--- src/rtl/combat_pkg.sv ---
`default_nettype none
// ============================================================================
// combat_pkg : shared action encoding, limits, winner codes and FSM states
// Revision   : 1.0
// ============================================================================
package combat_pkg;

    localparam int WALK   = 0;
    localparam int CROUCH = 1;
    localparam int SHIELD = 2;
    localparam int JUMP   = 3;
    localparam int PUNCH  = 4;
    localparam int STAND  = 5;
    localparam int DIR    = 6;

    localparam logic [7:0] MAX_HEALTH = 8'd100;
    localparam logic [7:0] MAX_SHIELD = 8'd100;

    localparam logic [1:0] WIN_NONE = 2'b00;
    localparam logic [1:0] WIN_P0   = 2'b01;
    localparam logic [1:0] WIN_P1   = 2'b10;
    localparam logic [1:0] WIN_DRAW = 2'b11;

    typedef enum logic [0:0] {
        FIGHT = 1'b0,
        KO    = 1'b1
    } state_t;

    function automatic logic [7:0] sat_sub(input logic [7:0] a, input logic [7:0] b);
        return (a > b) ? (a - b) : 8'd0;
    endfunction

endpackage
`default_nettype wire

--- src/rtl/combat_hit_check.sv ---
`default_nettype none
// ============================================================================
// combat_hit_check : punch edge detect plus registered reach/dodge check
// Revision         : 1.0
// ============================================================================
module combat_hit_check
    import combat_pkg::*;
#(
    parameter int PUNCH_RANGE = 64,
    parameter int Y_TOL       = 32
) (
    input  logic       clk,
    input  logic       reset,
    input  logic [6:0] attacker_action,
    input  logic [9:0] attacker_x,
    input  logic [9:0] attacker_y,
    input  logic [6:0] target_action,
    input  logic [9:0] target_x,
    input  logic [9:0] target_y,
    input  logic       target_invuln,
    output logic       hit_valid,
    output logic       target_shielding,
    output logic       target_crouching
);

    localparam logic signed [10:0] RANGE = 11'(PUNCH_RANGE);
    localparam logic        [9:0]  YTOL  = 10'(Y_TOL);

    logic              punch_q;
    logic              punch_qq;
    logic              attack;
    logic signed [10:0] dx;
    logic        [9:0] dy;
    logic              in_x;
    logic              in_y;
    logic              unused_action_bits;

    assign attack = punch_q & ~punch_qq;
    assign dx     = $signed({1'b0, target_x}) - $signed({1'b0, attacker_x});
    assign dy     = (target_y >= attacker_y) ? (target_y - attacker_y) : (attacker_y - target_y);

    // Facing left reaches only targets strictly to the left; dx==0 never lands.
    assign in_x = attacker_action[DIR] ? ((dx < 11'sd0) && (dx >= -RANGE))
                                       : ((dx > 11'sd0) && (dx <= RANGE));
    assign in_y = (dy <= YTOL);

    assign unused_action_bits = ^{attacker_action[STAND], attacker_action[JUMP],
                                  attacker_action[SHIELD], attacker_action[CROUCH],
                                  attacker_action[WALK], target_action[DIR],
                                  target_action[STAND], target_action[PUNCH],
                                  target_action[WALK]};

    always_ff @(posedge clk or posedge reset) begin
        if (reset) begin
            punch_q          <= 1'b0;
            punch_qq         <= 1'b0;
            hit_valid        <= 1'b0;
            target_shielding <= 1'b0;
            target_crouching <= 1'b0;
        end else begin
            punch_q          <= attacker_action[PUNCH];
            punch_qq         <= punch_q;
            hit_valid        <= attack & in_x & in_y & ~target_action[JUMP] & ~target_invuln;
            target_shielding <= target_action[SHIELD];
            target_crouching <= target_action[CROUCH];
        end
    end

endmodule
`default_nettype wire

--- src/rtl/combat_resolver.sv ---
`default_nettype none
// ============================================================================
// combat_resolver : resolves punches into health/shield, owns KO and winner
// Revision        : 1.0
// ============================================================================
module combat_resolver
    import combat_pkg::*;
#(
    parameter int PUNCH_RANGE   = 64,
    parameter int Y_TOL         = 32,
    parameter int PUNCH_DMG     = 10,
    parameter int SHIELD_COST   = 20,
    parameter int REGEN_CYCLES  = 2500000,
    parameter int INVULN_CYCLES = 12500000
) (
    input  logic       clk,
    input  logic       reset,
    input  logic [6:0] p0_action,
    input  logic [9:0] p0_x,
    input  logic [9:0] p0_y,
    input  logic [6:0] p1_action,
    input  logic [9:0] p1_x,
    input  logic [9:0] p1_y,
    output logic [7:0] p0_health,
    output logic [7:0] p1_health,
    output logic [7:0] p0_shield,
    output logic [7:0] p1_shield,
    output logic       p0_hit,
    output logic       p1_hit,
    output logic       p0_blocked,
    output logic       p1_blocked,
    output logic       game_over,
    output logic [1:0] winner
);

    localparam int              RW          = $clog2(REGEN_CYCLES + 1);
    localparam int              IW          = $clog2(INVULN_CYCLES + 1);
    localparam logic [RW-1:0]   REGEN_LAST  = RW'(REGEN_CYCLES - 1);
    localparam logic [IW-1:0]   INVULN_LOAD = IW'(INVULN_CYCLES);
    localparam logic [7:0]      DMG_FULL    = 8'(PUNCH_DMG);
    localparam logic [7:0]      DMG_HALF    = 8'(PUNCH_DMG / 2);
    localparam logic [7:0]      COST        = 8'(SHIELD_COST);

    // All per-player arrays are indexed by the player being hit.
    logic [6:0]    action    [2];
    logic [9:0]    pos_x     [2];
    logic [9:0]    pos_y     [2];
    logic [7:0]    health    [2];
    logic [7:0]    shield    [2];
    logic [RW-1:0] regen_cnt [2];
    logic [IW-1:0] invuln    [2];
    logic [1:0]    hit;
    logic [1:0]    blocked;
    logic [1:0]    valid;
    logic [1:0]    tgt_shield;
    logic [1:0]    tgt_crouch;
    logic          live;
    state_t        state;

    assign action[0] = p0_action;
    assign action[1] = p1_action;
    assign pos_x[0]  = p0_x;
    assign pos_x[1]  = p1_x;
    assign pos_y[0]  = p0_y;
    assign pos_y[1]  = p1_y;

    generate
        for (genvar a = 0; a < 2; a++) begin : g_hit
            combat_hit_check #(
                .PUNCH_RANGE (PUNCH_RANGE),
                .Y_TOL       (Y_TOL)
            ) u_hit (
                .clk              (clk),
                .reset            (reset),
                .attacker_action  (action[a]),
                .attacker_x       (pos_x[a]),
                .attacker_y       (pos_y[a]),
                .target_action    (action[1-a]),
                .target_x         (pos_x[1-a]),
                .target_y         (pos_y[1-a]),
                .target_invuln    (invuln[1-a] != '0),
                .hit_valid        (valid[1-a]),
                .target_shielding (tgt_shield[1-a]),
                .target_crouching (tgt_crouch[1-a])
            );
        end
    endgenerate

    // Gate on health too, so nothing lands in the cycle between a KO hit and the state change.
    assign live = (state == FIGHT) && (health[0] != 8'd0) && (health[1] != 8'd0);

    always_ff @(posedge clk or posedge reset) begin
        if (reset) begin
            state     <= FIGHT;
            game_over <= 1'b0;
            winner    <= WIN_NONE;
            hit       <= 2'b00;
            blocked   <= 2'b00;
            for (int i = 0; i < 2; i++) begin
                health[i]    <= MAX_HEALTH;
                shield[i]    <= MAX_SHIELD;
                regen_cnt[i] <= '0;
                invuln[i]    <= '0;
            end
        end else begin
            for (int t = 0; t < 2; t++) begin
                hit[t]     <= 1'b0;
                blocked[t] <= 1'b0;
                if (live) begin
                    if (invuln[t] != '0)
                        invuln[t] <= invuln[t] - 1'b1;
                    if (action[t][SHIELD])
                        regen_cnt[t] <= '0;
                    else if (regen_cnt[t] == REGEN_LAST) begin
                        regen_cnt[t] <= '0;
                        if (shield[t] < MAX_SHIELD)
                            shield[t] <= shield[t] + 8'd1;
                    end else
                        regen_cnt[t] <= regen_cnt[t] + 1'b1;
                    // Later assignments here override regen: a block always wins.
                    if (valid[t]) begin
                        if (tgt_shield[t] && (shield[t] >= COST)) begin
                            shield[t]    <= shield[t] - COST;
                            regen_cnt[t] <= '0;
                            blocked[t]   <= 1'b1;
                        end else begin
                            if (tgt_shield[t])
                                shield[t] <= 8'd0;
                            health[t] <= sat_sub(health[t], tgt_crouch[t] ? DMG_HALF : DMG_FULL);
                            hit[t]    <= 1'b1;
                            invuln[t] <= INVULN_LOAD;
                        end
                    end
                end
            end
            case (state)
                FIGHT: begin
                    if ((health[0] == 8'd0) || (health[1] == 8'd0)) begin
                        state     <= KO;
                        game_over <= 1'b1;
                        if ((health[0] == 8'd0) && (health[1] == 8'd0))
                            winner <= WIN_DRAW;
                        else if (health[1] == 8'd0)
                            winner <= WIN_P0;
                        else
                            winner <= WIN_P1;
                    end
                end
                KO:      state <= KO;
                default: state <= FIGHT;
            endcase
        end
    end

    assign p0_health  = health[0];
    assign p1_health  = health[1];
    assign p0_shield  = shield[0];
    assign p1_shield  = shield[1];
    assign p0_hit     = hit[0];
    assign p1_hit     = hit[1];
    assign p0_blocked = blocked[0];
    assign p1_blocked = blocked[1];

endmodule
`default_nettype wire

--- config.mk ---
export PLATFORM = sky130hd
export DESIGN_NAME = combat_resolver
export DESIGN_NICKNAME = d
export VERILOG_FILES = /design/src/rtl/combat_pkg.sv /design/src/rtl/combat_hit_check.sv /design/src/rtl/combat_resolver.sv
export SDC_FILE = /design/constraint.sdc
export NUM_CORES = 1
export LEC_CHECK = 0
export BUFFER_PORTS_ARGS = -buffer_cell sky130_fd_sc_hd__buf_4
export CORE_MARGIN = 4
export CORE_UTILIZATION = 40
export CTS_CLUSTER_SIZE = 8
export DETAILED_ROUTE_END_ITERATION = 12
export SLEW_MARGIN = 10
export SYNTH_ARGS = -nofsm -noshare
export SYNTH_HDL_FRONTEND = slang
export SYNTH_SLANG_ARGS = --single-unit
--- constraint.sdc ---
create_clock -name clk -period 7.3 [get_ports clk]
set_input_delay 0.73 -clock clk [delete_from_list [all_inputs] [get_ports clk]]
set_output_delay 0.73 -clock clk [all_outputs]
set_load 0.02 [all_outputs]
-- Yosys cells after proc, flatten, opt, wreduce, memory -nomap -nowiden
Index checks and enable logic that the tools add are counted.
- logic and storage cells: 145
- bits of input ports: 56
- register bits: 142
- output and inout bits: 39
- mux-type cells: 50
- magnitude comparators: 18
- bitwise operators: 19
- add/sub/neg operators: 14
- reductions and logical operators: 19
- equality and inequality tests: 2
- operator list (kind ; number):
    $mux W22 ; 8
    $mux W24 ; 6
    $mux W8 ; 14
    $reduce_bool A24 Y1 ; 2
    $sub A24 B1 Y24 const B ; 2
    $add A22 B1 Y22 const B ; 2
    $eq A22 B22 Y1 const B ; 2
    $ge A11 B7 Y1 const B ; 2
    $gt A11 B1 Y1 const B ; 2
    $le A11 B8 Y1 const B ; 2
    $lt A11 B1 Y1 const B ; 2
    $sub A10 B10 Y11 ; 2
    $ge A10 B10 Y1 ; 2
    $le A10 B6 Y1 const B ; 2
    $mux W10 ; 2
    $sub A10 B10 Y10 ; 2
    $add A8 B1 Y8 const B ; 2
    $ge A8 B5 Y1 const B ; 2
    $gt A8 B4 Y1 ; 2
    $logic_not A8 Y1 ; 2
    $lt A8 B7 Y1 const B ; 2
    $reduce_bool A8 Y1 ; 2
    $sub A8 B4 Y8 ; 2
    $sub A8 B5 Y8 const B ; 2
    other kinds (10) ; 52

-- Logic depth before layout (Yosys ltp)
- depth after elaboration: 8
- depth in mapped cells: 12

-- Modules after synthesis
Synthesis repeated with hierarchy kept, for this count alone.
- cells, all modules: 1262
- area total of the unflattened synthesis: 10662.7 sq um
- by module, submodules not included (module ; area an instance (sq um) ; instances ; cells each):
    combat_resolver ; 7544.7 ; 1 ; 838
    combat_hit_check (g_hit[0].u_hit) ; 1577.8 ; 1 ; 216
    combat_hit_check (g_hit[1].u_hit) ; 1540.2 ; 1 ; 208

-- Worst setup path before layout
OpenSTA, ideal clock, no wires.
- path kind: input -> register
- start: input p0_x[3]
- end: register g_hit[0].u_hit.hit_valid
- cell stages on the path: 11
- path buffers: 1
- path slack: 4.250 ns
- arrival: 2.973 ns
- setup time: 0.077 ns
- path through: inv_1 -> ha_1 -> buf_2 -> and2_1 -> a221oi_1 -> o21ai_1 -> a31oi_1 -> mux2_2 -> a2111oi_0 -> nand4_1 -> a21oi_1
- word-level cells in the longest chain between the ends: 8
- elaborated cells on any way between the ends: 12
- classes of those cells: add/sub: 1; order compare: 4; mux: 1; bitwise: 4; reduce/logical: 2
- ends and longest elaborated chain (element ; RTL line ; RTL):
    from (decl) ; combat_resolver.sv:19 ; input logic [9:0] p0_x,
    $sub A10 B10 Y11 (*) ; combat_hit_check.sv:39 ; assign dx = $signed({1'b0, target_x}) - $signed({1'b0, attacker_x});
    $gt A11 B1 Y1 (tied with other cells) ; combat_hit_check.sv:44 ; : ((dx > 11'sd0) && (dx <= RANGE));
    $logic_and A1 B1 Y1 (on tied branches) ; combat_hit_check.sv:44, combat_hit_check.sv:43 ;
    $mux W1 (*) ; combat_hit_check.sv:43 ; assign in_x = attacker_action[DIR] ? ((dx < 11'sd0) && (dx >= -RANGE))
    $and A1 B1 Y1 (*) (4 in a row) ; combat_hit_check.sv:63 ; hit_valid <= attack & in_x & in_y & ~target_action[JUMP] & ~target_invuln;
    to (signal assigned) ; combat_hit_check.sv:63 ;
    to (decl) ; combat_hit_check.sv:21 ; output logic hit_valid,
Every way passes the cells marked *; elsewhere a longest branch is shown, timed or not.
A chain may end at the register's enable or synchronous reset.

-- Worst setup path in the final report
- start: register health, in the netlist p1_health[6]
- end: register health, in the netlist p1_health[7]
- word-level cells in the longest chain between the ends: 3
- elaborated cells on any way between the ends: 6
- classes of those cells: add/sub: 1; order compare: 1; mux: 1; reduce/logical: 3
- ends and longest elaborated chain (element ; RTL line ; RTL):
    from (decl) ; combat_resolver.sv:48 ; logic [7:0] health [2];
    from (signal, indexed assignment) ; combat_resolver.sv:129 ; health[t] <= sat_sub(health[t], tgt_crouch[t] ? DMG_HALF : DMG_FULL);
    branches (longest 3 deep; another with $sub A8 B4 Y8) ; n/a ;
Several ways; the timed one is not identified.

==> reports/metrics.yaml <==
die_area_um2: 26400
synth_area_leaders: "dfrtp_1 34%, ha_1 8.4%, o21ai_0 4.7%, xnor2_1 4.6%, nor2_1 4.3%"
hold_viol: 0
drt_iter0_drc: 417
ys_ff_latch: 142
p_leak_uw: 0.00514
worst_pin_slew_ns: 0.971
drive_above_1_share: 0.135
htree_levels: 4
detailed_place_hpwl_um: 15000
worst_clock_skew_ns: 0.00869
synth_area_leader_cell: "dfrtp_1"
crit_slowest_cell: "nand3_1"
postCtsSetupBuffers: 0
yosysTopAreaCellShare: 0.341
irDropWorstVdd_mv: 0.169
syn_inst: 1107
clock_latency_ns: 0.42
finalCriticalPeriod_ns: 3.52
status: "finished, final reports clean"
utilization: 0.471
slew_violations: 0
synth-edff-count: 0
grt_pass1_wl_um: 35900
power_density_nw_per_um2: 170
wl_per_cell_um: 14.0
cpPeakStageDelay_ns: 0.80
routed_wirelength_um: 21100
fin_crit_sh: 0.482
pin_count: 95
fp.coreArea_um2: 23500
fp.dieW_um: 162
setup_viol: 0
cts_buffer_depth: 2
root_buffer: "clkbuf_16"
ys.flop_type: "dfrtp_1"
cp-end-kind: "register"
crit_type: "reg -> reg"
timing.fmax_ghz: 0.284
ys_warn_count: 0
cts.sinks: 142
post-route-drc-count: 0
rsz0062_at_grt: "no"
syn2layout_area_growth_pct: 15.8
via_per_inst: 5.28
avgSynthCellArea_um2: 8.62
cp-start-kind: "register"
min_path_type: "reg -> reg"
numCtsBuffers: 17
layout.nets: 1301
relSlewSlack: 0.351
synth.distinct_cells: 80
gp_congestion: 0.813
die_y_um: 162
grt-ovfl-total: 0
synth_nets: 1231
initial_utilization: 0.407
crit_required_ns: 7.61
dr_total_vias: 7960
ys_seq_area_frac: 0.374
tritoncts: "done"
drt-pass1-iter-count: 5
detail-route-antenna-nets: 0
path_cells: "nor4_1, buf_4, a21oi_2, and2_1, buf_4, nand3_1, inv_2, o21ai_0, a22o_1"
critPathTopFamily: "buffers and inverters"
critical_path_arrival_ns: 3.83
cp_max_fo: 37
num_antenna_cells: 0
io_buffers: 90
grt_max_degree: 76
critical_path_buf_inv_count: 3
clk_pin_slew_worst_paths_ns: 0.06
netlist_area_um2: 9540
grt_pass1_vias: 7607
num_rows: 56
synthArstFlopShare: 1.00
hold_buffers: 0
antenna_found_initial: 0
critPathMostFrequentCell: "buf_4"
grtUsageTotal: 0.162
drv_cap: 0
cts-resized-gates: 0
setup-tns-final_ns: 0
-- where the power goes --
group,switching (uW),internal (uW),total (uW)
registers,4.37,792,796
logic,117,90.7,208
clock network,335,545,880
total,457,1430,1880
-- cells by family (layout without fill, tap and decap cells) --
family | count (synthesis) | count (layout) | synth area share
XOR/XNOR | 76 | 76 | 0.0698
buffers and inverters | 119 | 202 | 0.0505
AO/OA/AOI/OAI | 240 | 240 | 0.160
adder cells (fa/ha/maj) | 68 | 68 | 0.0923
flip-flops | 142 | 142 | 0.374
AND/OR/NAND/NOR | 457 | 457 | 0.248
multiplexers | 5 | 5 | 0.00564
-- state kept, by name, summed over array words and instances (netlist names) --
signal                        flops
invuln                           48
regen_cnt                        44
p0_health                         8
p0_shield                         8
p1_health                         8
p1_shield                         8
blocked                           2
g_hit.u_hit.hit_valid             2
g_hit.u_hit.punch_q               2
g_hit.u_hit.punch_qq              2
g_hit.u_hit.target_crouching      2
g_hit.u_hit.target_shielding      2
hit                               2
winner                            2
game_over                         1
state                             1
-- cell usage in the layout (no fill, tap or decap), types with 5 or more instances in the layout --
master and instances:
and3_1 18, dfstp_2 12, and2_1 11, nand2_1 104
a21oi_1 45, or4_1 7, nor3b_1 5, clkbuf_16 17
or3_1 20, buf_4 95, nand2b_1 15, a211oi_1 6
nor4_1 26, nor2b_1 16, xor2_1 26, ha_1 64
nand4_1 23, dfrtp_1 130, o21a_1 6, nand3_1 41
nor3_1 34, o21ai_0 89, inv_1 73, a21o_1 15
o41ai_1 7, nor2_1 109, a31oi_1 5, o31a_1 5
o31ai_1 12, xnor2_1 50
-- per-layer routing --
| layer | wire length [um] | share of wire | GRT usage |
|---|---|---|---|
| met1 | 10300 | 0.49 | 0.228 |
| met2 | 9630 | 0.46 | 0.258 |
| met3 | 816 | 0.039 | 0.0283 |
| met4 | 292 | 0.014 | 0.0488 |
| met5 | 0 | 0 | 0 |
-- Yosys cell counts (all sizes together) (16+ instances only) --
master  number
o21ai       92
ha          64
clkbuf      28
nor3        37
nand3       41
dfrtp      130
nor2       109
buf         16
nand4       24
inv         75
xnor2       50
or3         22
nor4        28
xor2        26
and3        18
a21oi       46
nand2      104
nor2b       16
-- area by class of cell --
cell class	instances	area [um^2]
tap	319	399
clock inverter	11	143
sequential	142	3570
multi-input combinational	846	5490
clock buffer	21	450
inverter	75	287
timing repair buffer	95	713
fill	2272	12400
-- worst reg2reg max path: cells and delay by family, from the launching register on --
family                 cells  cell delay [ns]
buffers and inverters      3             1.16
flip-flops                 1             0.59
AND/OR/NAND/NOR            3             1.02
AO/OA/AOI/OAI              3             0.63
-- per-stage QoR --
step                setup slack (ns)  total power, uW  cells  area [um^2]  hold slack (ns)
finish                          3.78             1880   1509        11100            0.376
global route                    3.52             1970   1509        11100            0.374
global placement                3.78             1020   1477        10500            0.348
CTS                             3.75             1910   1509        11100            0.370
floorplan                       2.78              961   1107         9540            0.346
detailed placement              3.66             1020   1477        10500            0.360
-- final timing paths --
path	depth (start not counted)	from	slack [ns]	to
worst max-delay path	9	p1_health[6]	3.78	p1_health[7]
worst min-delay path	0	g_hit[1].u_hit.punch_q	0.38	g_hit[1].u_hit.punch_qq
worst max register to register	9	p1_health[6]	3.78	p1_health[7]
worst min register to register	0	g_hit[1].u_hit.punch_q	0.38	g_hit[1].u_hit.punch_qq
max in group asynchronous	3	reset	5.56	regen_cnt[38]
min in group asynchronous	2	reset	0.43	blocked[1]
Power figures use the tool's default switching activity.
